File: src/rtl/cpu_pkg.sv
// Shared definitions for the 16-bit CPU control path: ALU control codes,
// the pipeline sequencer state encoding and the bundle of hazard-control
// enables that the sequencer drives into the PC and pipeline registers.
package cpu_pkg;

   // ALU control codes, shared with the ALU control decoder
   localparam logic [3:0] ALU_ADD = 4'h0;
   localparam logic [3:0] ALU_SUB = 4'h1;
   localparam logic [3:0] ALU_AND = 4'h2;
   localparam logic [3:0] ALU_ORR = 4'h3;
   localparam logic [3:0] ALU_NOT = 4'h4;
   localparam logic [3:0] ALU_TCP = 4'h5;
   localparam logic [3:0] ALU_SHL = 4'h6;
   localparam logic [3:0] ALU_SHR = 4'h7;
   localparam logic [3:0] ALU_LHI = 4'h8;
   localparam logic [3:0] ALU_WWD = 4'hD;
   localparam logic [3:0] ALU_HLT = 4'hF;

   // Sequencer states: normal issue, draining older instructions after HLT,
   // and stopped
   typedef enum logic [1:0] {
      RUN    = 2'd0,
      DRAIN  = 2'd1,
      HALTED = 2'd2
   } ctrl_state_t;

   // Enables and flushes presented to the front of the pipeline
   typedef struct packed {
      logic pc_write;
      logic ifid_write;
      logic ifid_flush;
      logic idex_flush;
   } ctrl_out_t;

   // Free-running issue: fetch advances, nothing is squashed
   localparam ctrl_out_t CTRL_NORMAL   = '{pc_write: 1'b1, ifid_write: 1'b1,
                                           ifid_flush: 1'b0, idex_flush: 1'b0};
   // Front end frozen and both younger stages squashed (HLT, drain, halted)
   localparam ctrl_out_t CTRL_FREEZE   = '{pc_write: 1'b0, ifid_write: 1'b0,
                                           ifid_flush: 1'b1, idex_flush: 1'b1};
   // PC loads the branch target while the two wrong-path instructions die
   localparam ctrl_out_t CTRL_REDIRECT = '{pc_write: 1'b1, ifid_write: 1'b1,
                                           ifid_flush: 1'b1, idex_flush: 1'b1};
   // Load-use: hold PC and IF/ID, inject one bubble into EX
   localparam ctrl_out_t CTRL_STALL    = '{pc_write: 1'b0, ifid_write: 1'b0,
                                           ifid_flush: 1'b0, idex_flush: 1'b1};

   // True when a real instruction in EX carries the given ALU code
   function automatic logic ex_is(input logic valid, input logic [3:0] code,
                                  input logic [3:0] match);
      return valid && (code == match);
   endfunction

endpackage

File: src/rtl/load_use_detect.sv
// Load-use hazard detector: flags when the instruction in ID needs a register
// that a load currently in EX has not yet produced. Purely combinational.
module load_use_detect
   import cpu_pkg::*;
#(
   parameter int REG_AW = 2
) (
   input  logic              ex_valid,
   input  logic              ex_mem_read,
   input  logic [REG_AW-1:0] ex_rd,
   input  logic              id_valid,
   input  logic [REG_AW-1:0] id_rs,
   input  logic [REG_AW-1:0] id_rt,
   input  logic              id_use_rs,
   input  logic              id_use_rt,
   output logic              stall
);

   logic rs_hit;
   logic rt_hit;

   // A source only matters if the ID instruction actually reads it
   always_comb begin
      rs_hit = id_use_rs && (id_rs == ex_rd);
      rt_hit = id_use_rt && (id_rt == ex_rd);
      stall  = ex_valid && ex_mem_read && id_valid && (rs_hit || rt_hit);
   end

endmodule

File: src/rtl/pipeline_ctrl.sv
// Central sequencer for the 5-stage CPU: resolves HLT/redirect/load-use
// hazards into PC and pipeline-register controls, drains the pipe after HLT
// into a halted state, latches WWD output and counts retired instructions.
module pipeline_ctrl
   import cpu_pkg::*;
#(
   parameter int WORD_W       = 16,
   parameter int REG_AW       = 2,
   parameter int CNT_W        = 16,
   parameter int DRAIN_CYCLES = 3
) (
   input  logic              clk,
   input  logic              reset,
   input  logic              id_valid,
   input  logic [REG_AW-1:0] id_rs,
   input  logic [REG_AW-1:0] id_rt,
   input  logic              id_use_rs,
   input  logic              id_use_rt,
   input  logic              ex_valid,
   input  logic              ex_mem_read,
   input  logic [REG_AW-1:0] ex_rd,
   input  logic [3:0]        ex_alu_ctrl,
   input  logic              ex_redirect,
   input  logic [WORD_W-1:0] ex_operand_a,
   input  logic              wb_valid,
   output logic              pc_write,
   output logic              ifid_write,
   output logic              ifid_flush,
   output logic              idex_flush,
   output logic              halted,
   output logic [WORD_W-1:0] output_port,
   output logic [CNT_W-1:0]  num_inst
);

   // Counter only needs to hold DRAIN_CYCLES-1; keep at least one bit so the
   // single-cycle drain case still has a legal vector
   localparam int DCNT_W = (DRAIN_CYCLES > 1) ? $clog2(DRAIN_CYCLES) : 1;
   localparam logic [DCNT_W-1:0] DRAIN_INIT = DCNT_W'(DRAIN_CYCLES - 1);

   ctrl_state_t       state;
   logic [DCNT_W-1:0] drain_cnt;
   logic              hlt_in_ex;
   logic              wwd_in_ex;
   logic              redirect;
   logic              load_use;
   ctrl_out_t         ctrl;

   assign hlt_in_ex = ex_is(ex_valid, ex_alu_ctrl, ALU_HLT);
   assign wwd_in_ex = ex_is(ex_valid, ex_alu_ctrl, ALU_WWD);
   assign redirect  = ex_valid && ex_redirect;

   load_use_detect #(
      .REG_AW (REG_AW)
   ) u_load_use (
      .ex_valid    (ex_valid),
      .ex_mem_read (ex_mem_read),
      .ex_rd       (ex_rd),
      .id_valid    (id_valid),
      .id_rs       (id_rs),
      .id_rt       (id_rt),
      .id_use_rs   (id_use_rs),
      .id_use_rt   (id_use_rt),
      .stall       (load_use)
   );

   // HLT sequencing: count down the older instructions still in MEM/WB, then
   // stop for good; only reset brings the sequencer back to RUN
   always_ff @(posedge clk or posedge reset) begin
      if (reset) begin
         state     <= RUN;
         drain_cnt <= '0;
         halted    <= 1'b0;
      end else begin
         case (state)
            RUN: begin
               if (hlt_in_ex) begin
                  state     <= DRAIN;
                  drain_cnt <= DRAIN_INIT;
               end
            end
            DRAIN: begin
               if (drain_cnt == '0) begin
                  state  <= HALTED;
                  halted <= 1'b1;
               end else begin
                  drain_cnt <= drain_cnt - DCNT_W'(1);
               end
            end
            HALTED: begin
               state  <= HALTED;
               halted <= 1'b1;
            end
            default: begin
               state     <= RUN;
               drain_cnt <= '0;
               halted    <= 1'b0;
            end
         endcase
      end
   end

   // WWD output latch; a WWD only reaches EX while running since the drain
   // flushes everything younger than HLT
   always_ff @(posedge clk or posedge reset) begin
      if (reset) begin
         output_port <= '0;
      end else if ((state == RUN) && wwd_in_ex) begin
         output_port <= ex_operand_a;
      end
   end

   // Retired-instruction counter; older instructions still retire while
   // draining, nothing retires once halted; wraps naturally
   always_ff @(posedge clk or posedge reset) begin
      if (reset) begin
         num_inst <= '0;
      end else if (wb_valid && (state != HALTED)) begin
         num_inst <= num_inst + CNT_W'(1);
      end
   end

   // Hazard priority: HLT beats redirect beats load-use; outside RUN the
   // front end stays frozen, and a held reset presents free-running controls
   always_comb begin
      ctrl = CTRL_NORMAL;
      if (reset) begin
         ctrl = CTRL_NORMAL;
      end else if (state != RUN) begin
         ctrl = CTRL_FREEZE;
      end else if (hlt_in_ex) begin
         ctrl = CTRL_FREEZE;
      end else if (redirect) begin
         ctrl = CTRL_REDIRECT;
      end else if (load_use) begin
         ctrl = CTRL_STALL;
      end
   end

   assign pc_write   = ctrl.pc_write;
   assign ifid_write = ctrl.ifid_write;
   assign ifid_flush = ctrl.ifid_flush;
   assign idex_flush = ctrl.idex_flush;

endmodule

File: config.mk
export PLATFORM = sky130hd
export DESIGN_NAME = pipeline_ctrl
export DESIGN_NICKNAME = d
export VERILOG_FILES = /design/src/rtl/cpu_pkg.sv /design/src/rtl/load_use_detect.sv /design/src/rtl/pipeline_ctrl.sv
export SDC_FILE = /design/constraint.sdc
export NUM_CORES = 1
export LEC_CHECK = 0
export BUFFER_PORTS_ARGS = -buffer_cell sky130_fd_sc_hd__buf_2
export CORE_ASPECT_RATIO = 0.5
export CORE_UTILIZATION = 42
export DETAILED_ROUTE_END_ITERATION = 8
export PLACE_DENSITY_LB_ADDON = 0.2
export SYNTH_ARGS = -nofsm -noshare
export SYNTH_HDL_FRONTEND = slang
export SYNTH_SLANG_ARGS = --single-unit
File: constraint.sdc
create_clock -name clk -period 1.75 [get_ports clk]
set_clock_uncertainty 0.05 [all_clocks]
set_input_delay 0.175 -clock clk [delete_from_list [all_inputs] [get_ports clk]]
set_output_delay 0.175 -clock clk [all_outputs]
set_load 0.005 [all_outputs]
### Word-level counts from Yosys, hierarchy flattened

Index checks and enable logic that the tools add are counted.

* input bits: 35
* output and inout port bits: 37
* register bits: 37
* word-level logic and storage cells: 49

* equality and inequality tests: 10
* reductions and logical operators: 17
* bitwise operators: 2
* mux-type cells: 13
* add/subtract/negate cells: 2

Operator list (number)
* 4-bit two-way mux: 5
* 16-bit by 1-bit adder with 16-bit output (second input constant): 1
* 2-bit case mux with 3 select lines: 2
* 1-bit logical AND: 10
* 4-bit equality test (second input constant): 2
* 2-bit two-way mux: 4
* 2-bit inequality test (second input constant): 4
* 2-bit equality test: 2
* 2-bit logical NOT: 2
* 2-bit AND reduction: 2
* 1-bit case mux with 3 select lines: 1
* 3-bit AND reduction: 1
* 2-bit by 1-bit equality test with 1-bit output (second input constant): 1
* 2-bit equality test (second input constant): 1
* 1-bit NOT: 2
* 2-bit nonzero test: 1
* 2-bit by 1-bit subtractor with 2-bit output (second input constant): 1
* 1-bit logical OR: 1
* 1-bit two-way mux: 1

### Logic depth before layout (Yosys ltp)

* depth after elaboration: 9
* depth in mapped cells: 6
* gate-level depth less buffers: 6

### Modules after synthesis

A second synthesis with hierarchy kept.

* cell total of the unflattened synthesis: 138
* area total of the unflattened synthesis: 1750.4 um2

Modules (own cells, without submodules)
* pipeline_ctrl: instances 1, cells each 130, seq. area each 925.9 um2, area each 1695.4 um2
* load_use_detect: instances 1, cells each 8, seq. area each 0.0 um2, area each 55.1 um2

### Worst setup path after synthesis

OpenSTA, ideal clock, no wires.

* kind: flip-flop to flip-flop
* from: register state[0]
* to: register output_port[0]
* data required time: 1.575 ns
* period minus slack after synthesis: 1.650 ns
* arrival time: 1.476 ns
* slack: 0.100 ns
* buffers on the path: 1
* cell stages (with the launch flop): 6
* setup time: 0.125 ns
* path through: dfrtp_1 -> inv_1 -> ha_1 -> nor3b_4 -> buf_6 -> mux2_2

* cells in the longest elaborated chain, start to end: 2

Ends and longest elaborated chain
* from (decl): RTL line pipeline_ctrl.sv:40 `ctrl_state_t state;`
* from (signal assigned): RTL line pipeline_ctrl.sv:70 `state <= RUN;`
* from (signal assigned): RTL line pipeline_ctrl.sv:77 `state <= DRAIN;`
* from (signal assigned): RTL line pipeline_ctrl.sv:83 `state <= HALTED;`
* 2-bit logical NOT: RTL line pipeline_ctrl.sv:107 `end else if ((state == RUN) && wwd_in_ex) begin`
* 1-bit logical AND: RTL line pipeline_ctrl.sv:107
* to (signal assigned): RTL line pipeline_ctrl.sv:108 `output_port <= ex_operand_a;`
* to (decl): RTL line pipeline_ctrl.sv:31 `output logic [WORD_W-1:0] output_port,`

No other way between the ends.
A chain may end at the register's enable or synchronous reset.

### Final worst setup path

* from: register state[0]
* to: register num_inst[6]

* cells in the longest elaborated chain, start to end: 2

Ends and longest elaborated chain
* 2-bit inequality test: RTL line pipeline_ctrl.sv:117 `end else if (wb_valid && (state != HALTED)) begin`
* 1-bit logical AND: RTL line pipeline_ctrl.sv:117
* to (signal assigned): RTL line pipeline_ctrl.sv:118 `num_inst <= num_inst + CNT_W'(1);`
* to (decl): RTL line pipeline_ctrl.sv:32 `output logic [CNT_W-1:0] num_inst`

No other way between the ends.

==> flow_summary.yaml <==
status:
  status: "complete, no violations"
global_routing:
  overflow: 0
  antenna_found_initial: 0
  grt_max_degree: 23
  grt_use_total_pct: 17.91
  grt_pass1_wl_um: 5671
  grt_pass1_vias: 1341
sta:
  maxSlewViolCount: 0
  period_share_pct: 97.86
  layout_setup_ws_ps: 37.46
  fmax_mhz: 583.9
  worst_slew_pin_slew_ps: 308.6
  hold_viol_final: 0
  slew_headroom_pct: 79.27
  setup_viol_count_final: 0
  period_needed_ps: 1713
worst_setup_path:
  startpoint_type: "register"
  required_ps: 1910
  crit_type: "reg2reg"
  arrival_ps: 1880
  endpoint_kind: "register"
  crit_fanout: 3
synth:
  ys_ff_latch: 37
  synth_cell_types: 31
  synthesis.area_mm2: 0.001712
  synth_fp_nets: 178
  ys_seq_area_share_pct: 54.09
  synth_ff_type: "dfrtp_1"
  avgSynthCellArea_um2: 12.40
  synth_cells: 138
  synth_edf_count: 0
  async_flop_share_pct: 100.0
  synth_warnings: 0
detailed_routing:
  via_per_inst: 4.842
  vias: 1346
  ant_nets: 0
  firstDrtPassIters: 4
  wirelength_um: 3550
  post-route-drc-count: 0
  first_iter_violations: 14
  avgRoutedWirePerCell_um: 12.77
finish:
  fillers: 293
  fin_nets: 266
  area_growth_pct: 39.77
  diodes: 0
  register_area_um2: 925.9
  drive_above_1_share_pct: 52.42
  multi_input_area_um2: 782.0
placement:
  io_buffer_count: 71
  dp_hpwl_um: 2710
  place.gp.congestion: 0.8176
  dp_slack_ps: -33.20
die:
  core_area_mm2: 0.003660
  dieArea_mm2: 0.004350
  start_util_pct: 46.77
  die_y_um: 47.14
  io_pins: 72
  die_width_um: 92.28
  row_count: 15
pwr:
  p_total_uw: 1843
  p_leak_uw: 0.001306
  p_per_area_mw_per_mm2: 770.4
  peakVddDrop_v: 0.0003524
clocking:
  cts_tree: "yes"
  clk_latency_ps: 290
  numCtsBuffers: 5
  clock_path_buffers: 2
  cts.clk_slew.worst_paths_ps: 80
  clockRootBuffer: "clkbuf_8"
  h-tree-depth: 2
  clock_sinks: 37
run:
  maxCapViolCount: 0
min_path:
  holdCritPathClass: "in2reg"
-- registers in the layout, indices dropped and copies added (netlist names) --
register / cells
num_inst: 16
output_port: 16
drain_cnt: 2
state: 2
halted: 1
-- worst max-delay path, cell delays in order, from the launching register on --
cell      delay (ps)
dfrtp_1          410
inv_2             70
ha_1             230
nand3b_1         210
buf_4            180
nor2_2           140
and3_1           180
xor2_1           170
-- Yosys cell counts (2+ instances only) --
master    instances  share of area, %
nor2b_1           2              0.73
nand3_1           2              0.58
dfrtp_1          37                54
mux2_2           17                11
nand4_1           6               2.2
xnor2_1          15               7.7
nand2_1          11               2.4
inv_1             6               1.3
nand3b_1          2              0.88
nand2b_1          2              0.73
xor2_1            4               2.0
a21oi_1           6               1.8
and3_1            2              0.73
nor2_1            3              0.66
nor3_1            3              0.88
ha_1              5               3.7
-- where the power goes --
group	switching, uW	internal (uW)	total, uW
registers	1.89	855	857
clock network	320	574	894
logic	44.2	48.1	92.3
total	366	1480	1840
-- through the flow --
| stage | hold slack, ps | cells | utilization [%] | TNS, ps | instance area [um2] |
|---|---|---|---|---|---|
| floorplan | 276.6 | 138 | - | 0 | 1712 |
| global placement | 215.4 | 266 | 59.69 | 0 | 2185 |
| detailed placement | 220.3 | 266 | 59.69 | -53.45 | 2185 |
| CTS | 57.21 | 275 | 64.31 | 0 | 2354 |
| global route | 58.75 | 278 | 65.37 | -21.62 | 2392 |
| finish | 63.98 | 278 | 65.37 | 0 | 2392 |
-- cell type report --
cell class / instances / area share, %
clock buffers: 5 / 2.877
clock inverters: 3 / 2.877
inverters: 6 / 0.9414
multi-input cells: 93 / 32.69
flip-flops and latches: 37 / 38.70
well taps: 51 / 2.667
repair buffers: 83 / 19.25
-- path summary, 6_finish.rpt --
| check | start | endpoint | slack, ps | depth (start not counted) |
|---|---|---|---|---|
| min reg2reg | num_inst[15] | num_inst[15] | 430 | 1 |
| max in group asynchronous | reset | output_port[1] | 960 | 4 |
| min in group asynchronous | reset | num_inst[6] | 450 | 4 |
| max | state[0] | num_inst[6] | 40 | 7 |
| min | ex_operand_a[15] | output_port[15] | 60 | 2 |
| max reg2reg | state[0] | num_inst[6] | 40 | 7 |
-- cell usage in the layout (no fill, tap or decap), drive strengths merged, types with 2 or more instances in the layout --
cell type,Yosys,layout
buf,2,82
nand3,2,2
clkbuf,0,5
nand4,7,7
a21oi,6,6
xnor2,15,15
xor2,4,4
nand3b,2,2
nor2,3,3
nor4,2,2
dfrtp,37,37
nand2,11,11
ha,5,5
and3,2,2
nand2b,3,3
inv,6,7
mux2,17,17
bufinv,0,2
nor3,3,3
nor2b,2,2
-- repair_timing --
item                                    4_1_cts  5_1_grt
resized for setup                             5        4
pin swaps                                     0        3
endpoints found under the hold margin        37        0
endpoints found under the setup margin        6        8
hold buffers                                  1        0
buffers inserted                              0        3
-- metal layers --
layer  up-vias  routed length, um  GRT usage, %  share of wire, %
li1        658                  -             -                 -
met5         -                  0             0                 0
met2        48               1851         35.22                52
met1       638               1501         19.04                42
met3         2                184         5.340               5.2
met4         0                 12         7.813              0.34
-- kinds of logic (layout without fill, tap and decap cells) --
kind of cell | after synthesis | in the layout | synth area share [%]
XOR/XNOR | 19 | 19 | 9.722
buffers and inverters | 8 | 97 | 2.412
flip-flops | 37 | 37 | 54.09
AND/OR/NAND/NOR | 41 | 41 | 14.99
AO/OA/AOI/OAI | 11 | 11 | 3.948
multiplexers | 17 | 17 | 11.18
adder cells (fa/ha/maj) | 5 | 5 | 3.655
Power figures use the tool's default switching activity.
